===== src/rtl/game_controller_pkg.sv =====
// game_controller_pkg: shared state encodings, bird Y width and BCD helper.
// Revision 1.0
`default_nettype none

package game_controller_pkg;

  localparam int unsigned Y_W              = 11;
  localparam int          GROUND_Y_DEFAULT = 20;
  localparam logic [15:0] BCD_MAX          = 16'h9999;

  typedef enum logic [2:0] {
    ST_IDLE  = 3'd0,
    ST_READY = 3'd1,
    ST_PLAY  = 3'd2,
    ST_DYING = 3'd3,
    ST_OVER  = 3'd4
  } state_e;

  // Four-digit BCD increment with ripple carry; holds at 9999.
  function automatic logic [15:0] bcd_inc(input logic [15:0] v);
    logic [15:0] r;
    logic        carry;
    r     = v;
    carry = 1'b1;
    if (v != BCD_MAX) begin
      for (int i = 0; i < 4; i++) begin
        if (carry) begin
          if (v[4*i +: 4] == 4'd9) begin
            r[4*i +: 4] = 4'd0;
          end else begin
            r[4*i +: 4] = v[4*i +: 4] + 4'd1;
            carry       = 1'b0;
          end
        end
      end
    end
    return r;
  endfunction

endpackage

`default_nettype wire


===== src/rtl/game_controller_bcd_counter.sv =====
// game_controller_bcd_counter: 4-digit BCD counter with clear, enable, 9999 saturation.
// Revision 1.0
`default_nettype none

module game_controller_bcd_counter
  import game_controller_pkg::*;
(
  input  logic        clk_i,
  input  logic        rst_ni,
  input  logic        clear_i,
  input  logic        en_i,
  output logic [15:0] count_o
);

  logic [15:0] count_q;
  logic [15:0] count_d;

  always_comb begin
    count_d = count_q;
    if (clear_i) begin
      count_d = 16'h0000;
    end else if (en_i) begin
      count_d = bcd_inc(count_q);
    end
  end

  always_ff @(posedge clk_i or negedge rst_ni) begin
    if (!rst_ni) begin
      count_q <= 16'h0000;
    end else begin
      count_q <= count_d;
    end
  end

  assign count_o = count_q;

endmodule

`default_nettype wire


===== src/rtl/game_controller.sv =====
// game_controller: flappy-bird game sequencer (state machine, countdown, score, high score).
// Revision 1.0
`default_nettype none

module game_controller
  import game_controller_pkg::*;
#(
  parameter int unsigned PHASE_TICKS = 60,
  parameter int unsigned DEATH_TICKS = 90,
  parameter int          GROUND_Y    = GROUND_Y_DEFAULT
) (
  input  logic                  gameClk,
  input  logic                  resetN,
  input  logic                  button,
  input  logic                  collision,
  input  logic                  pipePassed,
  input  logic signed [Y_W-1:0] birdY,
  output logic                  birdReset,
  output logic                  finished,
  output logic [2:0]            state,
  output logic [1:0]            cdDigit,
  output logic [15:0]           score,
  output logic [15:0]           highScore,
  output logic                  newHigh
);

  localparam logic [15:0]           PHASE_RELOAD = 16'(PHASE_TICKS - 1);
  localparam logic [15:0]           DEATH_RELOAD = 16'(DEATH_TICKS - 1);
  localparam logic signed [Y_W-1:0] GROUND_LIM   = Y_W'(GROUND_Y);

  state_e      state_q, state_d;
  logic [15:0] timer_q, timer_d;
  logic [1:0]  cd_q, cd_d;
  logic [15:0] high_q, high_d;
  logic        new_high_q, new_high_d;
  logic        button_q;
  logic        score_clr;
  logic        score_en;
  logic        button_rise;
  logic        death;

  // button_q resets high so a button held through reset is not seen as a press.
  assign button_rise = button & ~button_q;
  assign death       = collision | (birdY <= GROUND_LIM);

  always_comb begin
    state_d    = state_q;
    timer_d    = timer_q;
    cd_d       = cd_q;
    high_d     = high_q;
    new_high_d = new_high_q;
    score_clr  = 1'b0;
    score_en   = 1'b0;
    case (state_q)
      ST_IDLE, ST_OVER: begin
        if (button_rise) begin
          state_d    = ST_READY;
          timer_d    = PHASE_RELOAD;
          cd_d       = 2'd3;
          score_clr  = 1'b1;
          new_high_d = 1'b0;
        end
      end
      ST_READY: begin
        if (timer_q == 16'd0) begin
          if (cd_q > 2'd1) begin
            cd_d    = cd_q - 2'd1;
            timer_d = PHASE_RELOAD;
          end else begin
            state_d = ST_PLAY;
            cd_d    = 2'd0;
          end
        end else begin
          timer_d = timer_q - 16'd1;
        end
      end
      ST_PLAY: begin
        if (death) begin
          state_d = ST_DYING;
          timer_d = DEATH_RELOAD;
          if (score > high_q) begin
            high_d     = score;
            new_high_d = 1'b1;
          end
        end else begin
          score_en = pipePassed;
        end
      end
      ST_DYING: begin
        if (timer_q == 16'd0) begin
          state_d = ST_OVER;
        end else begin
          timer_d = timer_q - 16'd1;
        end
      end
      default: state_d = ST_IDLE;
    endcase
  end

  always_ff @(posedge gameClk or negedge resetN) begin
    if (!resetN) begin
      state_q    <= ST_IDLE;
      timer_q    <= 16'd0;
      cd_q       <= 2'd0;
      high_q     <= 16'h0000;
      new_high_q <= 1'b0;
      button_q   <= 1'b1;
    end else begin
      state_q    <= state_d;
      timer_q    <= timer_d;
      cd_q       <= cd_d;
      high_q     <= high_d;
      new_high_q <= new_high_d;
      button_q   <= button;
    end
  end

  game_controller_bcd_counter u_score (
    .clk_i   (gameClk),
    .rst_ni  (resetN),
    .clear_i (score_clr),
    .en_i    (score_en),
    .count_o (score)
  );

  assign birdReset = (state_q == ST_IDLE) || (state_q == ST_READY);
  assign finished  = (state_q != ST_PLAY);
  assign state     = state_q;
  assign cdDigit   = cd_q;
  assign highScore = high_q;
  assign newHigh   = new_high_q;

endmodule

`default_nettype wire


===== config.mk =====
export PLATFORM = sky130hd
export DESIGN_NAME = game_controller
export DESIGN_NICKNAME = d
export VERILOG_FILES = /design/src/rtl/game_controller_pkg.sv /design/src/rtl/game_controller_bcd_counter.sv /design/src/rtl/game_controller.sv
export SDC_FILE = /design/constraint.sdc
export NUM_CORES = 1
export LEC_CHECK = 0
export BUFFER_PORTS_ARGS = -buffer_cell sky130_fd_sc_hd__clkbuf_2
export CAP_MARGIN = 0
export CORE_MARGIN = 2
export CORE_UTILIZATION = 50
export DETAILED_ROUTE_END_ITERATION = 8
export GPL_ROUTABILITY_DRIVEN = 0
export PLACE_DENSITY = 0.72
export SKIP_CTS_REPAIR_TIMING = 1
export SLEW_MARGIN = 20
export SYNTH_ARGS = -nofsm -noshare
export SYNTH_HDL_FRONTEND = slang
export SYNTH_HIERARCHICAL = 1
export SYNTH_SLANG_ARGS = --single-unit
export TNS_END_PERCENT = 1

===== constraint.sdc =====
create_clock -name gameClk -period 7.45 [get_ports gameClk]
set_input_delay 0.745 -clock gameClk [delete_from_list [all_inputs] [get_ports gameClk]]
set_output_delay 0.745 -clock gameClk [all_outputs]
set_load 0.01 [all_outputs]

==> results of run 1 <==
[layout by cell type (no fill, tap or decap), drive strengths merged, types with 3 or more instances in the layout]
cell / synthesis / routed
inv: 32 / 32
nor4: 9 / 9
nor3: 5 / 5
mux2: 20 / 20
a311oi: 3 / 3
o21bai: 3 / 3
o21ai: 12 / 12
nand2: 17 / 17
or3: 7 / 7
dfrtp: 54 / 54
o22ai: 3 / 3
nand3: 8 / 8
nand2b: 5 / 5
a31oi: 3 / 3
nand4b: 3 / 3
nor2b: 6 / 6
ha: 26 / 26
nor2: 16 / 16
or4: 13 / 13
clkbuf: 6 / 63
a211oi: 5 / 5
and3b: 3 / 3
a21oi: 28 / 28
nand3b: 3 / 3
o31ai: 7 / 7
a211o: 4 / 4
or2: 3 / 3
buf: 7 / 4
nand4: 6 / 6
[through the flow]
| step | power (mW) | worst slack [ps] | utilization, % |
|---|---|---|---|
| finish | 0.796 | 4360 | 57.8 |
| global route | 0.857 | 4150 | 57.8 |
| CTS | 0.807 | 4330 | 57.7 |
| detailed placement | 0.624 | 4360 | 56.2 |
| global placement | 0.613 | 4370 | 56.2 |
| floorplan | 0.559 | 4340 | - |
[worst max-delay path: stages (launching register included)]
cell       delay, ps
dfrtp_1          500
ha_1             360
nand4_1          220
a2111oi_0        440
a211oi_1          90
or4_1            890
mux2_1           470
[per-layer routing]
metal  vias to the layer above  wire [um]  track usage [%]
li1                       1405          -                -
met1                      1354       3380             27.7
met2                        54       3790             34.6
met3                         8        248             3.32
met4                         0        115             6.11
met5                         -          0                0
[power by group]
group          internal (mW)  total, mW  switching (mW)
sequential             0.344      0.392          0.0475
combinational         0.0996      0.225           0.126
clock                 0.0851      0.179          0.0940
[worst paths after layout]
path	to	slack [ps]
min in group asynchronous	cdDigit[0]$_DFFE_PN0P_	560
hold reg to reg	newHigh$_DFFE_PN0P_	510
setup / recovery	highScore[14]$_DFFE_PN0P_	4360
max in group asynchronous	timer_q[8]$_DFFE_PN0P_	6420
setup reg to reg	highScore[14]$_DFFE_PN0P_	4360
hold / removal	newHigh$_DFFE_PN0P_	510
[final cells by class]
class,instances,area share [%]
Clock buffer,8,2.58
Sequential cell,55,35.5
Multi-Input combinational cell,248,48.4
Timing Repair Buffer,59,7.86
Tap cell,80,2.58
Inverter,32,3.09
[registers in the layout, summed over array words and instances, names as in the netlist]
register and count:
newHigh 1, highScore 16, timer_q 16, u_score/count_o 16, button_q 1, state 3, cdDigit 2
[kinds of logic after synthesis]
group / synth area share, %
AND/OR/NAND/NOR: 21.2
AO/OA/AOI/OAI: 16.9
flip-flops: 40.1
buffers and inverters: 5.53
adder cells (fa/ha/maj): 9.46
multiplexers: 6.55
XOR/XNOR: 0.255
==> metrics.md, run 1 <==
| Metric | Value |
|---|---|
| Netlist cell types | `59` |
| Worst Setup End Kind | `register` |
| Routed Antenna Nets | `0` |
| Setup TNS | `0 ps` |
| Count of mapped cells out of synthesis | `348` |
| Clk_lat worst skew | `310 ps` |
| Worst Setup Path Type | `register to register` |
| Max-slew violations | `0` |
| Core ar. | `6720 sq um` |
| Max Root-Sink Buffers | `2` |
| Vias in the first global route | `2605` |
| Initial Util | `roughly half` |
| Final Cycle Share | `41.5%` |
| Sequential cell area | `around 1400 sq um` |
| Synth Area per Inst | `around 9.9 sq um` |
| HP Class | `register to register` |
| Vias/cell | `approximately 5.9` |
| Post-synth EDFFs | `0` |
| Synth area leader | `dfrtp_1` |
| I/O pins | `56` |
| Sequential fraction of the synthesis area | `approximately 40%` |
| Maximum clock rate | `323 MHz` |
| Area growth syn-to-layout | `13.0%` |
| Slew headroom | `~45%` |
| P_leak | `1.87 nW` |
| CP Data Required Time | `approximately 7600 ps` |
| Yosys top cell area share | `39.3%` |
| Most common cell in the netlist | `dfrtp_1` |
| CTS tree | `done` |
| Die X | `86.9 um` |
| Crit path DAT | `3280 ps` |
| NumNets Final | `443` |
| CTS clk-pin slew, worst paths | `90 ps` |
| Fillers | `about 580` |
| Total grt overflow | `0` |
| Depth of the CTS H-tree | `2` |
| Worst hold slack | `508 ps` |
| PD cells | `205 nW/um^2` |
| CTS buffer count | `5` |
| Minimum clock period | `3090 ps` |
| Final Skew | `around 6.6 ps` |
| Non-Filler Instances | `a little under 500` |
| Placed Cells | `474` |
| Via count | `between 2000 and 3000` |
| Top post-synthesis cells by count | `dfrtp_1 (54), inv_1 (32), a21oi_1 (28)` |
| R2r worst-path depth | `6` |
| Port Buffers | `55` |
| Total wire length | `7530 um` |
| Clock sink count | `55` |
| RR Startpoint | `u_score/count_o[10]$_DFFE_PN0P_` |
| First-pass GRT wire length | `12500 um` |
| Top FF cell, synth | `dfrtp_1` |
| Initial antenna violation count | `0` |
| DRT Pass-1 Iters | `4` |
| Peak supply drop | `0.0783 mV` |
| RSZ-0062 raised after global routing | `false` |
| Reported max-cap violation count | `0` |
| Ant diodes | `0` |
| DR iter-0 viols | `90` |
| Die Ht | `86.9 um` |
| Post-DP HPWL | `5410 um` |
| Avg WL per Cell | `about 16 um` |
| Worst setup SP type | `register` |
| Synthesis-stage register bit count | `55` |
| Synth warn | `6` |
| Die footprint | `7550 sq um` |
| Critical Path Fanout Max | `17` |
| Final Hold Vio Count | `0` |
| Least-Margin Pin Slew | `827 ps` |
| GRT Util Overall | `20.7%` |
| Status | `complete, no violations` |
| CP startpoint | `u_score/count_o[10]$_DFFE_PN0P_` |
| Netlist Area Pre-Place | `~3400 sq um` |
| Residual DRC count | `0` |
| Setup violations, final | `0` |
| Syn_nets | `390` |
| Hold depth | `2` |
| Final Cell Area | `between 3000 and 4000 sq um` |
| Async SR Flop Fraction | `100%` |
| Main area contributors after synthesis | `dfrtp_1 (39%), ha_1 (9.5%), mux2_2 (5.2%)` |
| Site Rows | `30` |
| HP Start | `newHigh$_DFFE_PN0P_` |
| Multi-input gate area | `1880 sq um` |
| Layout cells sized above 1 | `about 24%` |
| Area after DPL | `3780 sq um` |
| CTS root buf | `clkbuf_8` |
| Largest net degree at the start of global routing | `56` |
(Power assumes the default switching activity.)
==> run 2: changes to the inputs <==
- ABC_AREA: unset -> 1
- PLACE_DENSITY: 0.72 -> 0.74
- clock period: 7.45 -> 2.8 ns (I/O delays scaled with it)
==> metrics.md, run 2 <==
| Metric | Value |
|---|---|
| RR Startpoint | `u_score/count_o[0]$_DFFE_PN0P_` |
| GRT Util Overall | `21.7%` |
| Vias/cell | `5.03` |
| Max-slew violations | `0` |
| Depth of the CTS H-tree | `2` |
| Via count | `roughly 3500` |
| Total power | `1.26 mW` |
| Syn_nets | `between 500 and 600` |
| Area growth syn-to-layout | `11.0%` |
| Avg WL per Cell | `between 10 and 15 um` |
| Peak supply drop | `0.205 mV` |
| R2r worst-path depth | `14` |
| Worst Setup Path Type | `register to register` |
| Synth warn | `6` |
| Reported max-cap violation count | `0` |
| Worst R2R Setup Slack | `490 ps` |
| Hold depth | `1` |
| Async SR Flop Fraction | `100%` |
| Netlist Area Pre-Place | `3860 sq um` |
| Yosys top cell area share | `35.0%` |
| Post-DP HPWL | `6440 um` |
| Core ar. | `7610 sq um` |
| Slew headroom | `52.7%` |
| Vias in the first global route | `3432` |
| Routed Antenna Nets | `0` |
| Site Rows | `32` |
| Final Skew | `6.79 ps` |
| Top post-synthesis cells by count | `nand2_1 (172), inv_1 (73), dfrtp_1 (54), nor2_1 (54), nand3_1 (28)` |
| Mux share of post-synthesis cell area | `0%` |
| CP Data Required Time | `2970 ps` |
| Setup violations, final | `0` |
| Critical Path Fanout Max | `33` |
| Synth area leader | `dfrtp_1` |
| Final Cycle Share | `82.6%` |
| Fillers | `737` |
| Least-Margin Pin Slew | `709 ps` |
| Ant diodes | `0` |
| HP Class | `input pin to register` |
| Worst hold slack | `approximately 65 ps` |
| Synthesis-stage register bit count | `55` |
| Setup TNS | `0 ps` |
| CTS tree | `done` |
| Most frequent cells in the layout | `nand2_1 (172), inv_1 (73), clkbuf_2 (55)` |
| Initial antenna violation count | `0` |
| Worst setup SP type | `register` |
| Fin util | `a little under three fifths` |
| Worst Hold End | `button_q$_DFF_PN1_` |
| Count of mapped cells out of synthesis | `531` |
| Total grt overflow | `0` |
| First-pass GRT wire length | `about 15000 um` |
| Post-synthesis simple-gate area fraction | `around a third` |
| Synth Area per Inst | `7.27 sq um` |
| P_leak | `2.39 nW` |
| Compound-Gate Fraction of Synth Area | `~9%` |
| Top FF cell, synth | `dfrtp_1` |
| Status | `complete, no violations` |
| CTS buffer count | `5` |
| Clk_lat worst skew | `roughly 300 ps` |
| CTS clk-pin slew, worst paths | `100 ps` |
| Worst Setup End Kind | `register` |
| PD cells | `293 nW/um^2` |
| DRT Pass-1 Iters | `4` |
| NumNets Final | `roughly 630` |
| Commonest non-fill, non-tap cell in the layout | `nand2_1` |
| Largest family of logic cells by synthesized area | `simple AND/OR/NAND/NOR gates` |
| Most common cell in the netlist | `nand2_1` |
| Max Root-Sink Buffers | `2` |
| CP startpoint | `u_score/count_o[0]$_DFFE_PN0P_` |
| Clock sink count | `55` |
| HP Start | `button` |
| RSZ-0062 raised after global routing | `false` |
| Crit path DAT | `roughly 2500 ps` |
| Final Hold Vio Count | `0` |
| Minimum clock period | `about 2300 ps` |
| Layout cells sized above 1 | `between 10% and 20%` |
| Post-synthesis adder-cell area fraction | `8.43%` |
| Post-synth EDFFs | `0` |
| Die footprint | `8440 sq um` |
| CTS root buf | `clkbuf_8` |
| Residual DRC count | `0` |
| Total wire length | `around 8600 um` |
| Xor and xnor area share after synthesis | `about 3.6%` |
| I/O pins | `56` |
| Largest net degree at the start of global routing | `56` |
| Die X | `91.9 um` |
| Die Ht | `91.9 um` |
| Netlist cell types | `34` |
| Sequential fraction of the synthesis area | `~36%` |
| Maximum clock rate | `between 400 and 500 MHz` |
| Port Buffers | `55` |
| Worst R2R End | `highScore[15]$_DFFE_PN0P_` |
| DR iter-0 viols | `between 100 and 150` |
| Main area contributors after synthesis | `dfrtp_1 (35%), nand2_1 (17%), ha_1 (8.4%)` |
| Initial Util | `50.8%` |
run 2: worst max-delay path by stage:
stage,end,slack [ps],cells after the start
after floorplan,highScore[2]$_DFFE_PN0P_,1050,11
after global placement,highScore[15]$_DFFE_PN0P_,550,14
after detailed placement,highScore[15]$_DFFE_PN0P_,500,14
after CTS,birdReset,450,7
after global routing,highScore[8]$_DFFE_PN0P_,230,9
final,highScore[15]$_DFFE_PN0P_,490,14
run 2: final cells by class:
type | instances | area [sq um] | area share, %
Clock buffer | 7 | 76.3 | 1.78
Clock inverter | 1 | 5.00 | 0.117
Inverter | 76 | 285 | 6.66
Multi-Input combinational cell | 388 | 2100 | 49.0
Sequential cell | 55 | 1380 | 32.2
Tap cell | 102 | 128 | 2.98
Timing Repair Buffer | 60 | 313 | 7.30
run 2: per-layer routing:
metal	share of wire (%)	GRT usage [%]
met1	45	27.0
met2	51	39.2
met3	3.6	3.20
met4	0.69	5.97
met5	0	0
run 2: per-stage QoR:
stage	setup slack [ps]	cell area, sq um	cells
final	488	4280	689
after global routing	229	4280	689
after CTS	452	4280	689
after detailed placement	502	4200	681
after global placement	552	4200	681
after floorplan	1050	3860	531
run 2: where the power goes:
group	internal (mW)	switching (mW)
Clock	0.177	0.253
Sequential	0.795	0.000342
Combinational	0.0100	0.0209
Total	0.982	0.275
run 2: kinds of logic (layout without fill, tap and decap cells):
logic type               count (synthesis)  after routing
AO/OA/AOI/OAI                           52             52
flip-flops                              55             55
buffers and inverters                   88            144
adder cells (fa/ha/maj)                 26             26
AND/OR/NAND/NOR                        294            294
XOR/XNOR                                16             16
run 2: worst max-delay path, cell delays in order (launching register included):
cell and delay (ps):
dfrtp_1 540, inv_1 130, ha_1 210, inv_1 50, nand2_1 40, nand2_1 50
nand2_1 40, nand2_1 50, nand2_1 40, nand2_1 50, nand2_1 40, nand2_1 90
nand3_2 520, nand2_1 240, o21ai_2 70
==> run 3: changes to the inputs <==
- ABC_AREA: 1 -> 0
- PLACE_DENSITY: 0.74 -> 0.75
- clock period: 2.8 -> 2.11 ns (I/O delays scaled with it)
==> metrics.md, run 3 (synthesized netlist as in run 1, its figures left out) <==
| Metric | Value |
|---|---|
| Largest stage delay on the critical path | `440 ps` |
| Max Root-Sink Buffers | `2` |
| Largest net degree at the start of global routing | `56` |
| Hold depth | `4` |
| Core ar. | `6720 sq um` |
| RSZ-0062 raised after global routing | `true` |
| Vias/cell | `5.75` |
| HP Class | `input pin to register` |
| Final Skew | `between 10 and 15 ps` |
| CP bufs+invs | `2` |
| CP cell instances | `inv_1 -> ha_1 -> nand4_1 -> a2111oi_2 -> a211oi_1 -> or4_4 -> buf_6 -> mux2_4` |
| Area growth syn-to-layout | `35.5%` |
| DRT Pass-1 Iters | `4` |
| Commonest non-fill, non-tap cell in the layout | `buf_4` |
| DR iter-0 viols | `231` |
| Via count | `3228` |
| Fillers | `521` |
| CTS tree | `done` |
| Max stage delay cell, worst path | `or4_4` |
| Port Buffers | `55` |
| Depth of the CTS H-tree | `2` |
| Routed Antenna Nets | `0` |
| Post-DP HPWL | `6890 um` |
| Sequential cell area | `1380 sq um` |
| Initial antenna violation count | `0` |
| CTS root buf | `clkbuf_8` |
| Residual DRC count | `0` |
| CTS buffer count | `5` |
| NumNets Final | `522` |
| Crit path DAT | `2580 ps` |
| Ant diodes | `0` |
| Vias in the first global route | `3098` |
| Minimum clock period | `2390 ps` |
| PD cells | `690 nW/um^2` |
| Clk_lat worst skew | `310 ps` |
| Die X | `86.9 um` |
| CTS clk-pin slew, worst paths | `roughly 100 ps` |
| R2r worst-path depth | `8` |
| Die footprint | `7550 sq um` |
| Final Cycle Share | `113%` |
| Worst setup SP type | `register` |
| I/O pins | `56` |
| Layout cells sized above 1 | `41.8%` |
| Non-Filler Instances | `561` |
| Site Rows | `30` |
| Slew headroom | `67.5%` |
| Maximum clock rate | `roughly 420 MHz` |
| Critical Path Fanout Max | `9` |
| Peak supply drop | `0.356 mV` |
| Die Ht | `between 80 and 90 um` |
| Worst Slack Setup Final | `-283 ps` |
| CP top delay family | `simple AND/OR/NAND/NOR gates` |
| Failing checks | `negative setup slack` |
| Fin util | `just under 70%` |
| Clock sink count | `between 50 and 60` |
| Worst Setup End Kind | `register` |
| Avg WL per Cell | `16.6 um` |
| Worst Setup Path Type | `register to register` |
| Total grt overflow | `0` |
| Setup violations, final | `33` |
| Max-slew violations | `0` |
| CP Data Required Time | `2300 ps` |
| Logic depth of the worst path, buffers included | `8` |
| Final Hold Vio Count | `0` |
| Total wire length | `9300 um` |
| P_leak | `2.31 nW` |
| GRT Util Overall | `24.8%` |
| Reported max-cap violation count | `0` |
| Multi-input gate area | `2040 sq um` |
| Least-Margin Pin Slew | `485 ps` |
| Status | `finished, violations left` |
| Total power | `3.22 mW` |
| Worst hold slack | `404 ps` |
| Initial Util | `51.2%` |
| Most frequent cells in the layout | `buf_4 (77), clkbuf_2 (55), dfrtp_1 (52)` |
| First-pass GRT wire length | `15000 um` |
| Placed Cells | `549` |
[run 3: routing by layer]
| metal | up-vias | wire length (um) | GRT usage, % |
|---|---|---|---|
| li1 | 1551 | - | - |
| met1 | 1583 | 4300 | 35.8 |
| met2 | 88 | 4530 | 39.6 |
| met3 | 6 | 406 | 3.41 |
| met4 | 0 | 61 | 6.25 |
| met5 | - | 0 | 0 |
[run 3: final cells by class]
| type | instances | share of cell area [%] |
|---|---|---|
| inverters | 32 | 2.58 |
| well taps | 80 | 2.15 |
| multi-input cells | 248 | 43.8 |
| flip-flops and latches | 55 | 29.6 |
| repair buffers | 138 | 19.9 |
| clock inverters | 1 | 0.107 |
| clock buffers | 7 | 1.85 |
[run 3: path summary, 6_finish.rpt]
kind                                            from                              to  slack [ps]
max reg2reg                highScore[13]$_DFFE_PN0P_        highScore[8]$_DFFE_PN0P_        -280
min reg2reg                      newHigh$_DFFE_PN0P_             newHigh$_DFFE_PN0P_         550
max in group asynchronous                     resetN              button_q$_DFF_PN1_        1360
max                        highScore[13]$_DFFE_PN0P_        highScore[8]$_DFFE_PN0P_        -280
min                                       pipePassed  u_score/count_o[1]$_DFFE_PN0P_         400
min in group asynchronous                     resetN          timer_q[4]$_DFFE_PN0P_         430
[run 3: metrics by stage]
step | TNS (ps) | setup slack, ps | instance area (sq um)
6_report | -6150 | -283 | 4660
5_1_grt | -9640 | -405 | 4660
4_1_cts | -9650 | -411 | 4490
3_5_place_dp | -9450 | -355 | 4400
3_3_place_gp | -7390 | -296 | 4400
2_1_floorplan | -8100 | -354 | 3510
[run 3: power breakdown]
| group | switching [mW] | internal, mW |
|---|---|---|
| sequential | 0.145 | 1.21 |
| clock | 0.342 | 0.266 |
| combinational | 0.644 | 0.604 |
| total | 1.13 | 2.09 |
[run 3: tightest hold or removal path, delay by kind of cell]
family | cells | cell delay, ps
compound gates | 1 | 80
simple gates | 1 | 150
buf+inv | 2 | 220
